$ cat config.mk
export PLATFORM = sky130hd
export DESIGN_NAME = vm1_regfile_wbuf
export DESIGN_NICKNAME = d
export VERILOG_FILES = /design/src/rtl/vm1_regfile_pkg.sv /design/src/rtl/vm1_wbuf_fwd.sv /design/src/rtl/vm1_regfile_wbuf.sv
export SDC_FILE = /design/constraint.sdc
export NUM_CORES = 1
export LEC_CHECK = 0
export CAP_MARGIN = 15
export CORE_MARGIN = 1.5
export CORE_UTILIZATION = 25
export CTS_CLUSTER_SIZE = 12
export DETAILED_ROUTE_END_ITERATION = 12
export PLACE_DENSITY = 0.53
export SKIP_CTS_REPAIR_TIMING = 1
export SYNTH_ARGS = -nofsm -noshare
export SYNTH_HDL_FRONTEND = slang
export SYNTH_SLANG_ARGS = --single-unit
$ cat constraint.sdc
create_clock -name clock -period 6.76 [get_ports clock]
set_input_delay 1.69 -clock clock [delete_from_list [all_inputs] [get_ports clock]]
set_output_delay 1.69 -clock clock [all_outputs]
set_load 0.05 [all_outputs]
$ cat src/rtl/vm1_regfile_pkg.sv
// Shared types and constants for the vm1 register-file front-end.
// Build option: VM1_WBUF_COALESCE_EN (tail-merge in the write buffer).
package vm1_regfile_pkg;

    localparam int AW = 6;
    localparam int DW = 16;
    localparam int NB = 2;

    typedef struct packed {
        logic [AW-1:0] addr;
        logic [DW-1:0] data;
        logic [NB-1:0] be;
    } wbuf_entry_t;

    function automatic int clog2(input int value);
        int r;
        r = 0;
        for (int i = 0; i < 31; i++) begin
            if ((1 << i) < value) begin
                r = i + 1;
            end
        end
        return r;
    endfunction

endpackage

$ cat src/rtl/vm1_wbuf_fwd.sv
// Youngest-match byte-lane forwarding search over the occupied write-buffer entries.
// Build option: none (the buffer contents already reflect VM1_WBUF_COALESCE_EN merges).
module vm1_wbuf_fwd
    import vm1_regfile_pkg::*;
#(
    parameter int DEPTH = 4
) (
    input  wbuf_entry_t [DEPTH-1:0]    entries,
    input  logic [clog2(DEPTH)-1:0]    head,
    input  logic [clog2(DEPTH):0]      count,
    input  logic [AW-1:0]              rd_addr,
    output logic [NB-1:0]              hit,
    output logic [DW-1:0]              data
);

    localparam int PW = clog2(DEPTH);
    localparam int CW = PW + 1;

    logic [PW-1:0] idx;

    // Walk oldest to youngest so a younger match overwrites an older one per lane.
    always_comb begin
        hit  = '0;
        data = '0;
        idx  = '0;
        for (int i = 0; i < DEPTH; i++) begin
            idx = head + PW'(i);
            if ((CW'(i) < count) && (entries[idx].addr == rd_addr)) begin
                for (int b = 0; b < NB; b++) begin
                    if (entries[idx].be[b]) begin
                        hit[b]          = 1'b1;
                        data[8*b +: 8]  = entries[idx].data[8*b +: 8];
                    end
                end
            end
        end
    end

endmodule

$ cat src/rtl/vm1_regfile_wbuf.sv
// Write buffer with read forwarding in front of the 64x16 dual-port register-file RAM.
// Build option: VM1_WBUF_COALESCE_EN merges a write into a matching, non-draining tail entry.
module vm1_regfile_wbuf
    import vm1_regfile_pkg::*;
#(
    parameter int DEPTH = 4
) (
    input  logic                      clock,
    input  logic                      reset,
    input  logic                      wr_valid,
    output logic                      wr_ready,
    input  logic [AW-1:0]             wr_addr,
    input  logic [DW-1:0]             wr_data,
    input  logic [NB-1:0]             wr_be,
    input  logic                      rd_valid,
    input  logic [AW-1:0]             rd_addr,
    output logic                      rd_ack,
    output logic [DW-1:0]             rd_data,
    input  logic                      hold,
    output logic                      empty,
    output logic [clog2(DEPTH):0]     count,
    output logic [AW-1:0]             ram_address_a,
    output logic [NB-1:0]             ram_byteena_a,
    output logic [DW-1:0]             ram_data_a,
    output logic                      ram_wren_a,
    output logic [AW-1:0]             ram_address_b,
    output logic [DW-1:0]             ram_data_b,
    output logic                      ram_wren_b,
    input  logic [DW-1:0]             ram_q_b
);

    localparam int PW = clog2(DEPTH);
    localparam int CW = PW + 1;

    wbuf_entry_t [DEPTH-1:0] mem;
    logic [PW-1:0]           head;
    logic [PW-1:0]           tail;
    logic [CW-1:0]           count_q;
    wbuf_entry_t             head_e;

    logic                    full;
    logic                    drain;
    logic                    push;
    logic                    merge;

    logic                    rd_ack_q;
    logic [NB-1:0]           fwd_hit;
    logic [NB-1:0]           fwd_hit_q;
    logic [DW-1:0]           fwd_data;
    logic [DW-1:0]           fwd_data_q;

    assign head_e = mem[head];
    assign full   = (count_q == CW'(DEPTH));
    assign drain  = !hold && (count_q != '0);

`ifdef VM1_WBUF_COALESCE_EN
    logic [PW-1:0] tail_idx;
    wbuf_entry_t   tail_e;
    wbuf_entry_t   merged;
    logic          tail_match;

    assign tail_idx   = tail - PW'(1);
    assign tail_e     = mem[tail_idx];
    assign tail_match = (count_q != '0) && (wr_addr == tail_e.addr);
    // When full the tail can never be the head, so this stays independent of hold.
    assign wr_ready   = !full || tail_match;
    assign merge      = wr_valid && tail_match && !(drain && (count_q == CW'(1)));

    always_comb begin
        merged    = tail_e;
        merged.be = tail_e.be | wr_be;
        for (int b = 0; b < NB; b++) begin
            if (wr_be[b]) begin
                merged.data[8*b +: 8] = wr_data[8*b +: 8];
            end
        end
    end
`else
    assign wr_ready = !full;
    assign merge    = 1'b0;
`endif

    assign push = wr_valid && wr_ready && (wr_be != '0) && !merge;

    always_ff @(posedge clock or posedge reset) begin
        if (reset) begin
            mem     <= '0;
            head    <= '0;
            tail    <= '0;
            count_q <= '0;
        end else begin
            if (push) begin
                mem[tail] <= '{addr: wr_addr, data: wr_data, be: wr_be};
                tail      <= tail + PW'(1);
            end
`ifdef VM1_WBUF_COALESCE_EN
            if (merge) begin
                mem[tail_idx] <= merged;
            end
`endif
            if (drain) begin
                head <= head + PW'(1);
            end
            count_q <= count_q + CW'(push) - CW'(drain);
        end
    end

    assign ram_wren_a    = drain;
    assign ram_byteena_a = drain ? head_e.be   : '0;
    assign ram_address_a = drain ? head_e.addr : '0;
    assign ram_data_a    = drain ? head_e.data : '0;

    assign ram_address_b = rd_addr;
    assign ram_data_b    = '0;
    assign ram_wren_b    = 1'b0;

    assign count = count_q;
    assign empty = (count_q == '0) && !drain;

    // The draining head is still in mem this cycle, so RAM read-during-write data is never used.
    vm1_wbuf_fwd #(
        .DEPTH (DEPTH)
    ) u_fwd (
        .entries (mem),
        .head    (head),
        .count   (count_q),
        .rd_addr (rd_addr),
        .hit     (fwd_hit),
        .data    (fwd_data)
    );

    always_ff @(posedge clock or posedge reset) begin
        if (reset) begin
            rd_ack_q   <= 1'b0;
            fwd_hit_q  <= '0;
            fwd_data_q <= '0;
        end else begin
            rd_ack_q <= rd_valid;
            if (rd_valid) begin
                fwd_hit_q  <= fwd_hit;
                fwd_data_q <= fwd_data;
            end
        end
    end

    assign rd_ack = rd_ack_q;

    always_comb begin
        rd_data = '0;
        if (rd_ack_q) begin
            for (int b = 0; b < NB; b++) begin
                rd_data[8*b +: 8] = fwd_hit_q[b] ? fwd_data_q[8*b +: 8] : ram_q_b[8*b +: 8];
            end
        end
    end

endmodule
==> results.json <==
{
  "yosysUniqueCellTypes": 42,
  "cp_common_cell": "clkdlybuf4s50_1",
  "vias": 5999,
  "cts_tree": "built",
  "yosys_register_bits": 122,
  "antenna_found_initial": 0,
  "synthCells": 758,
  "peakVddDrop_uv": 207,
  "drt-wirelength-per-cell_microns": 17.6,
  "cp_cell_sequence": "clkdlybuf4s50_1 -> or2_2 -> inv_1 -> buf_4 -> and2_1 -> clkdlybuf4s50_1",
  "maxSlewHeadroom_pct": 38.9,
  "hold_viol": 0,
  "n_antenna_cell": 0,
  "setup-violations-final": 0,
  "port_buffers": 103,
  "via_per_inst": 4.81,
  "die_area_sq_mm": 0.0334,
  "start_util_pct": 25.5,
  "synthArstFlopShare_pct": 100,
  "nNetsFinal": 892,
  "critical_path.max_stage_delay_ps": 800,
  "grt_first_pass_wirelength_microns": 34500,
  "first_global_vias": 6023,
  "finalWirelength_microns": 21900,
  "synth_edf_count": 0,
  "drv_cap": 0,
  "path_clk_slew_ps": 50,
  "drc": 0,
  "period_share_pct": 84.1,
  "io_pins": 121,
  "start_kind": "input pin",
  "tns_ps": 0,
  "min_period_ps": 5680,
  "fmax_mhz": 176,
  "clk-insertion-delay-late_ps": 420,
  "cts-root-buf": "clkbuf_16",
  "fin_util_pct": 31.7,
  "drt_first_pass_iters": 5,
  "worst_slew_pin_slew_ps": 910,
  "ys.flop_type": "dfrtp_1",
  "initialDrtViolationCount": 258,
  "die_w_microns": 183,
  "grt_overflow": 0,
  "core_sq_mm": 0.0316,
  "worst-setup-path-type": "input pin to output port",
  "crit_required_ps": 5070,
  "crit_path_top_delay_cell": "clkdlybuf4s50_1",
  "min_path_type": "flip-flop to flip-flop",
  "area_growth_pct": 24.2,
  "drt.antenna.violating_nets": 0,
  "critPathCaptureType": "output port",
  "grt_start_max_net_pins": 81,
  "cellPowerDensity_mw_per_mm2": 524,
  "die_y_microns": 183,
  "outcome": "completed",
  "finalClockSkew_ps": 8.71,
  "htreeDepth": 4,
  "cts_sinks": 122,
  "worstPathArrival_ps": 3990,
  "syn_area_sq_mm": 0.00808,
  "yosysTopAreaCell": "dfrtp_1",
  "syn_area_per_cell_sq_um": 10.7,
  "p_leak_nw": 4.18,
  "gp_congestion": 0.751,
  "finalMaxSlewViolations": 0,
  "yosysTopAreaCellShare_pct": 37.8,
  "yosys_warnings": 0,
  "seq_area_frac_synth_pct": 37.8,
  "row_count": 65,
  "synth_area_leaders": "dfrtp_1 38%, mux2_2 17%, mux2i_1 16%",
  "hpwl_microns": 14900,
  "grt_use_total_pct": 13.6,
  "layout-drive-gt1-share_pct": 22.0,
  "cts_buffers": 17,
  "cts_buffer_depth": 2,
  "cp_max_fo": 17,
  "rsz0062_at_grt": "false"
}
## power breakdown
part           switching, mW  internal [mW]
clock                  0.348          0.677
sequential             0.368           1.07
combinational           1.53           1.26
total                   2.25           3.00
## layout make-up
class | instances | area, sq um
clock inverter | 13 | 214
timing repair buffer | 114 | 1110
tap | 402 | 503
clock buffer | 19 | 453
multi-input combinational | 550 | 4580
sequential | 122 | 3060
fill | 3201 | 21600
inverter | 27 | 104
## metrics by stage
step / instance area, sq um / setup WS (ps) / instances / hold slack (ps) / power, mW
floorplan: 8140 / 1620 / 774 / 492 / 3.56
global placement: 9360 / 1070 / 1215 / 506 / 4.23
detailed placement: 9360 / 1030 / 1215 / 516 / 4.26
CTS: 10000 / 1010 / 1247 / 529 / 5.31
global route: 10000 / 963 / 1247 / 540 / 5.63
finish: 10000 / 1080 / 1247 / 526 / 5.25
## Yosys cell counts (15+ instances only)
| cell | number |
|---|---|
| nand3_1 | 17 |
| and2_1 | 21 |
| nor2_1 | 29 |
| dfrtp_1 | 122 |
| inv_1 | 26 |
| nor2b_1 | 20 |
| o221ai_1 | 15 |
| mux2i_1 | 127 |
| clkbuf_1 | 32 |
| xnor2_1 | 29 |
| a221oi_1 | 16 |
| o21ai_0 | 40 |
| nand2_1 | 30 |
| a21oi_1 | 19 |
| mux2_2 | 122 |
| buf_4 | 23 |
## final timing paths
| path | slack (ps) | from | cells after the start | end |
|---|---|---|---|---|
| setup / recovery | 1080 | hold | 6 | ram_data_a[11] |
| hold / removal | 530 | mem[85]$_DFFE_PP0P_ | 1 | mem[85]$_DFFE_PP0P_ |
| setup reg to reg | 2990 | head[1]$_DFFE_PP0P_ | 9 | fwd_data_q[12]$_DFFE_PP0P_ |
| hold reg to reg | 530 | mem[85]$_DFFE_PP0P_ | 1 | mem[85]$_DFFE_PP0P_ |
| max in group asynchronous | 4080 | reset | 3 | head[1]$_DFFE_PP0P_ |
| min in group asynchronous | 1630 | reset | 2 | mem[28]$_DFFE_PP0P_ |
## cells by family (layout without fill, tap and decap cells)
kind of cell | after synthesis | count (layout) | synth area share, %
AOI/OAI and AO/OA | 102 | 102 | 8.15
xor gates and xnor gates | 33 | 33 | 3.58
muxes | 251 | 251 | 33.1
buffers and inverters | 102 | 173 | 6.37
and+or+nand+nor | 138 | 138 | 9.47
other | 1 | 17 | 0.0464
DFF | 122 | 122 | 37.8
adders and majority gates | 9 | 9 | 1.49
## critical path, delay by kind of cell
kind,cells,cell delay (ps)
buffers and inverters,4,1660
AND/OR/NAND/NOR,2,630
## sequential cells by signal, summed over array words and instances (netlist names)
signal and cells:
fwd_data_q 16, count 3, fwd_hit_q 2, head 2
rd_ack 1, mem 96, tail 2
## layer usage
layer	track usage, %	routed length (microns)	up-vias
li1	-	-	2839
met1	18.7	10500	2961
met2	21.2	9990	167
met3	2.26	822	32
met4	5.32	537	0
met5	0	0	-
## cells in the final DEF (no fill, tap or decap), drive strengths merged, types with 20 or more instances in the layout
cell / instances
mux2: 122
xnor2: 29
nand2: 30
dfrtp: 122
clkdlybuf4s50: 103
o21ai: 40
inv: 29
nor2b: 20
and2: 22
nor2: 29
mux2i: 129
Power figures use the tool's default switching activity.
